File: config.mk
export PLATFORM = sky130hd
export DESIGN_NAME = q47_preimage_search
export DESIGN_NICKNAME = d
export VERILOG_FILES = /design/src/rtl/q47_preimage_search.sv
export SDC_FILE = /design/constraint.sdc
export NUM_CORES = 1
export LEC_CHECK = 0
export ABC_AREA = 0
export CELL_PAD_IN_SITES_DETAIL_PLACEMENT = 0
export CELL_PAD_IN_SITES_GLOBAL_PLACEMENT = 1
export CORE_UTILIZATION = 38
export CTS_CLUSTER_DIAMETER = 50
export DETAILED_ROUTE_END_ITERATION = 10
export PLACE_DENSITY = 0.76
export SLEW_MARGIN = 20
export SYNTH_ARGS = -nofsm -noshare
export SYNTH_HDL_FRONTEND = slang
export SYNTH_SLANG_ARGS = --single-unit
File: constraint.sdc
create_clock -name clk -period 2.9 [get_ports clk]
set_input_delay 0.725 -clock clk [delete_from_list [all_inputs] [get_ports clk]]
set_output_delay 0.725 -clock clk [all_outputs]
set_load 0.02 [all_outputs]
File: src/rtl/q47_preimage_search.sv
// q47_preimage_search: enumerates every 4-bit input code {A,B,C,D} that the Q47
// function maps onto a requested {Fa,Fb}, one code per valid/ready transfer.
// Latency: start -> first SCAN 1 cycle; each non-match 1 cycle, each match 2 cycles
// (plus stall cycles); done pulses in cycle 17+M with out_ready held high.
// Backpressure: out_code/out_valid hold while out_ready is low; the scan pauses.
//
// Ports:
//   clk, rst          clock, synchronous active-high reset
//   start, target     search request (sampled in IDLE only) and {Fa,Fb} to match
//   out_valid/out_ready/out_code  matching-code stream
//   busy, done        activity flag and end-of-search pulse
//   match_count       codes emitted by the last search (held until next start)
// Build option: define Q47_DESCENDING_EN to scan from 15 down to 0.
module q47_preimage_search (
  input  logic       clk,
  input  logic       rst,
  input  logic       start,
  input  logic [1:0] target,
  output logic       out_valid,
  input  logic       out_ready,
  output logic [3:0] out_code,
  output logic       busy,
  output logic       done,
  output logic [4:0] match_count
);

  typedef enum logic [1:0] {
    S_IDLE = 2'd0,
    S_SCAN = 2'd1,
    S_EMIT = 2'd2,
    S_DONE = 2'd3
  } state_t;

`ifdef Q47_DESCENDING_EN
  localparam logic [3:0] IDX_FIRST = 4'd15;
  localparam logic [3:0] IDX_LAST  = 4'd0;
`else
  localparam logic [3:0] IDX_FIRST = 4'd0;
  localparam logic [3:0] IDX_LAST  = 4'd15;
`endif

  state_t     r_state;
  state_t     w_next;
  logic [3:0] r_idx;
  logic [1:0] r_target;
  logic [3:0] r_code;
  logic [4:0] r_count;

  logic [1:0] w_f;
  logic       w_match;
  logic       w_last;
  logic [3:0] w_idx_step;

  // Q47 function of the current index; bit order {A,B,C,D} = r_idx[3:0].
  always_comb begin
    w_f = 2'b00;
    case (r_idx[3:2])
      2'b00: w_f = {r_idx[0], r_idx[1] ^ r_idx[0]};
      2'b01: w_f = {~r_idx[1] & ~r_idx[0], r_idx[0]};
      2'b10: w_f = {r_idx[1] & r_idx[0], r_idx[1] | ~r_idx[0]};
      default: w_f = {1'b1, r_idx[0]};
    endcase
  end

  assign w_match = (w_f == r_target);
  // End of scan is an explicit compare on the final index, not a counter wrap.
  assign w_last  = (r_idx == IDX_LAST);

`ifdef Q47_DESCENDING_EN
  assign w_idx_step = r_idx - 4'd1;
`else
  assign w_idx_step = r_idx + 4'd1;
`endif

  // State register.
  always_ff @(posedge clk) begin
    if (rst) r_state <= S_IDLE;
    else     r_state <= w_next;
  end

  // Next-state and state-decoded outputs.
  always_comb begin
    w_next    = r_state;
    out_valid = 1'b0;
    busy      = 1'b1;
    done      = 1'b0;
    case (r_state)
      S_IDLE: begin
        busy = 1'b0;
        if (start) w_next = S_SCAN;
      end
      S_SCAN: begin
        if (w_match)     w_next = S_EMIT;
        else if (w_last) w_next = S_DONE;
      end
      S_EMIT: begin
        out_valid = 1'b1;
        if (out_ready) w_next = w_last ? S_DONE : S_SCAN;
      end
      S_DONE: begin
        done   = 1'b1;
        w_next = S_IDLE;
      end
      default: w_next = S_IDLE;
    endcase
  end

  // Datapath: target capture, index walk, emitted code and match counter.
  always_ff @(posedge clk) begin
    if (rst) begin
      r_idx    <= 4'd0;
      r_target <= 2'd0;
      r_code   <= 4'd0;
      r_count  <= 5'd0;
    end else begin
      case (r_state)
        S_IDLE: begin
          if (start) begin
            r_target <= target;
            r_idx    <= IDX_FIRST;
            r_count  <= 5'd0;
          end
        end
        S_SCAN: begin
          if (w_match) begin
            r_code  <= r_idx;
            r_count <= r_count + 5'd1;
          end else if (!w_last) begin
            r_idx <= w_idx_step;
          end
        end
        S_EMIT: begin
          // Index advances only on the transfer so the scan resumes after it.
          if (out_ready && !w_last) r_idx <= w_idx_step;
        end
        default: ;
      endcase
    end
  end

  assign out_code    = r_code;
  assign match_count = r_count;

endmodule

==> results.txt <==
Vias per cell - 5.38
Setup CP Type - register to primary output
Initial antenna violation count - 0
Die width - 55.4 um
Status - finished clean
CP required - 2.17 ns
Crit-path max cell delay - 0.61 ns
Start of the worst register-to-register path - r_idx[0]
#FFs+latches synth - 17
Row count - 18
Syn nets - 140
CTS root buffer - clkbuf_4
Reg-to-Reg End - r_state[1]
FF-to-FF path depth - 8
Avg Inst Size Synth - 8.66 um^2
Max-cap viol count - 0
Setup TNS - 0 ns
HPWL Detailed - 1730 um
Pin slew with the least headroom to its limit - 0.478 ns
Period utilization - 87.6%
Crit-path max FO - 5
Avg WL per Cell - 12.9 um
Critical Path, Cell by Cell - inv_1 > ha_1 > inv_1 > clkdlybuf4s50_1
1st-pass router iterations - 4
Setup violators final - 0
Layout fillers - 255
Post-route cell area - 0.00130 mm^2
Hold Path Origin - match_count[4]
Hold Path Class - register to register
Multi-input gate area - 688 um^2
Port buffer count - 17
R2r setup slk - 0.59 ns
Detailed router's first-iteration violation count - 32
Antenna cells - 0
Routed vias - 930
Final core utilization - 50.2%
Synthesized area - 0.00108 mm^2
Routability Congestion - 0.851
CTS tree - built
Worst vdd ir - 0.419 mV
Power per standard cell area - 748 mW/mm^2
Number of buffers created by CTS - 3
Leakage - 0.510 nW
Initial Util - 41.8%
H-Tree Depth - 1
Area post-placement - 0.00127 mm^2
Later-pin clock latency in the skew report - 0.29 ns
Clk sink count - 17
DRC violation count after routing - 0
Post-cts sizing count - 0
Final hold vios - 0
Clock transition at path regs - 0.10 ns
CP dominant cell by count - inv_1
GRT Util Overall - 15.5%
Hold Buf Count CTS - 0
Kind of end point of the critical path - primary output
Fin nets - 159
Max Root-Sink Buffers - 2
Final slew viol count - 0
First-pass GRT wire length - 3710 um
WHS Path Cells - 2
Total wire length - 2230 um
DRT antenna net count - 0
Vias in the first global route - 851
Synth warn - 0
Die footprint - 0.00307 mm^2
CP Launch Type - register
Core area - 0.00259 mm^2
Worst Hold End - match_count[4]
Largest net degree at the start of global routing - 10
FF/Latch Area - 340 um^2
Cell variety after synth - 36
Ratio of cells with drive above 1 in the final layout - 8.39%
Post-CTS setup buffer count - 0
RSZ-0062 raised after global routing - false
Max Clock Skew - 0.00252 ns
Post-route minimum period - 2.54 ns
Area grow syn2layout - 20.1%
Worst EP arrival - 1.81 ns
GR Overflow Total - 0
I/O pin count - 18
Max-slew headroom - 67.8%
Die Ht - 55.4 um
Post-Syn Instances - 125
Highest Clock Rate - 0.394 GHz
Seq/Total Area, Yosys - 31.4%
Slowest CP cell - clkdlybuf4s50_1
where the power goes:
group | internal [mW] | switching, mW
combinational | 0.224 | 0.313
sequential | 0.263 | 0.0411
clock | 0.0536 | 0.0776
total | 0.540 | 0.432
Yosys cell counts, drive strengths merged:
library cell   n  area share [%]
o21ai         11             5.4
xnor2          2             3.0
o2bb2ai        1            0.81
or3            4             2.3
nor3           3             1.4
a21boi         1            0.69
mux2i          8             7.7
nand4          2             1.2
a2bb2oi        1            0.81
o211ai         3             2.1
nor2           8             2.8
nand2         10             3.5
or4b           1            0.92
xor2           2             1.6
inv            8             2.8
nor2b          2             1.2
nand2b         1            0.58
buf            2             1.5
a21oi         11             5.4
clkbuf         2            0.69
nand3          8             4.9
a31oi          1            0.58
nand3b         1            0.69
and2           1            0.58
a32o           2             1.8
ha             9              10
and3           1            0.58
o21a           1            0.69
o31ai          1             2.0
dfxtp         17              31
per-layer routing:
metal	vias to the layer above	global-route usage, %	share of wire, %	wire, um
li1	479	-	-	-
met4	0	4.29	0.85	19
met3	2	4.92	3.8	85
met2	19	24.3	45	998
met5	-	0	0	0
met1	430	20.3	51	1130
through the flow:
step	instances	setup slack, ns	hold WS, ns	power, mW
final	173	0.360	0.497	0.972
after detailed placement	169	0.527	0.486	0.846
after floorplan	125	0.909	0.479	0.711
after CTS	173	0.341	0.501	0.980
after global routing	173	0.244	0.536	1.05
after global placement	169	0.594	0.467	0.840
registers in the layout, summed over array words and instances (netlist names):
register     count
r_target         2
r_idx            4
out_code         4
match_count      5
r_state          2
layout make-up:
| cell class | instances | share of cell area (%) |
|---|---|---|
| clock buffers | 4 | 2.02 |
| inverters | 8 | 2.31 |
| multi-input cells | 96 | 52.9 |
| flip-flops and latches | 17 | 26.2 |
| well taps | 30 | 2.89 |
| repair buffers | 18 | 13.7 |
kinds of logic (layout without fill, tap and decap cells):
logic type | count (synthesis) | in the layout | synth area share [%]
adder cells (fa/ha/maj) | 9 | 9 | 10.4
AND/OR/NAND/NOR | 42 | 42 | 20.5
XOR/XNOR | 4 | 4 | 4.62
multiplexers | 8 | 8 | 7.75
AO/OA/AOI/OAI | 33 | 33 | 20.3
buffers and inverters | 12 | 30 | 4.97
flip-flops | 17 | 17 | 31.4
critical path, delay by kind of cell, from the launching register on:
| family | cells | cell delay (ns) |
|---|---|---|
| adders and majority gates | 1 | 0.27 |
| DFF | 1 | 0.41 |
| buffers and inverters | 3 | 0.84 |
placed cells by master, fill, tap and decap left out, drive strengths merged, types with 2 or more instances in the layout:
cell	instances
a21oi	11
a32o	2
clkbuf	4
clkdlybuf4s50	17
dfxtp	17
ha	9
inv	8
mux2i	8
nand2	10
nand3	8
nand4	2
nor2	8
nor2b	2
nor3	3
o211ai	3
o21ai	11
or3	4
xnor2	2
xor2	2
worst max-delay path by stage:
stage	cells past startpoint	from	to
2_1_floorplan	8	r_idx[0]	match_count[2]
3_5_place_dp	6	start	r_idx[2]
5_1_grt	4	r_state[0]	busy
6_report	4	r_state[0]	busy
4_1_cts	4	r_state[0]	busy
3_3_place_gp	6	start	r_idx[2]
No activity file was read; power rests on OpenSTA's default activity.
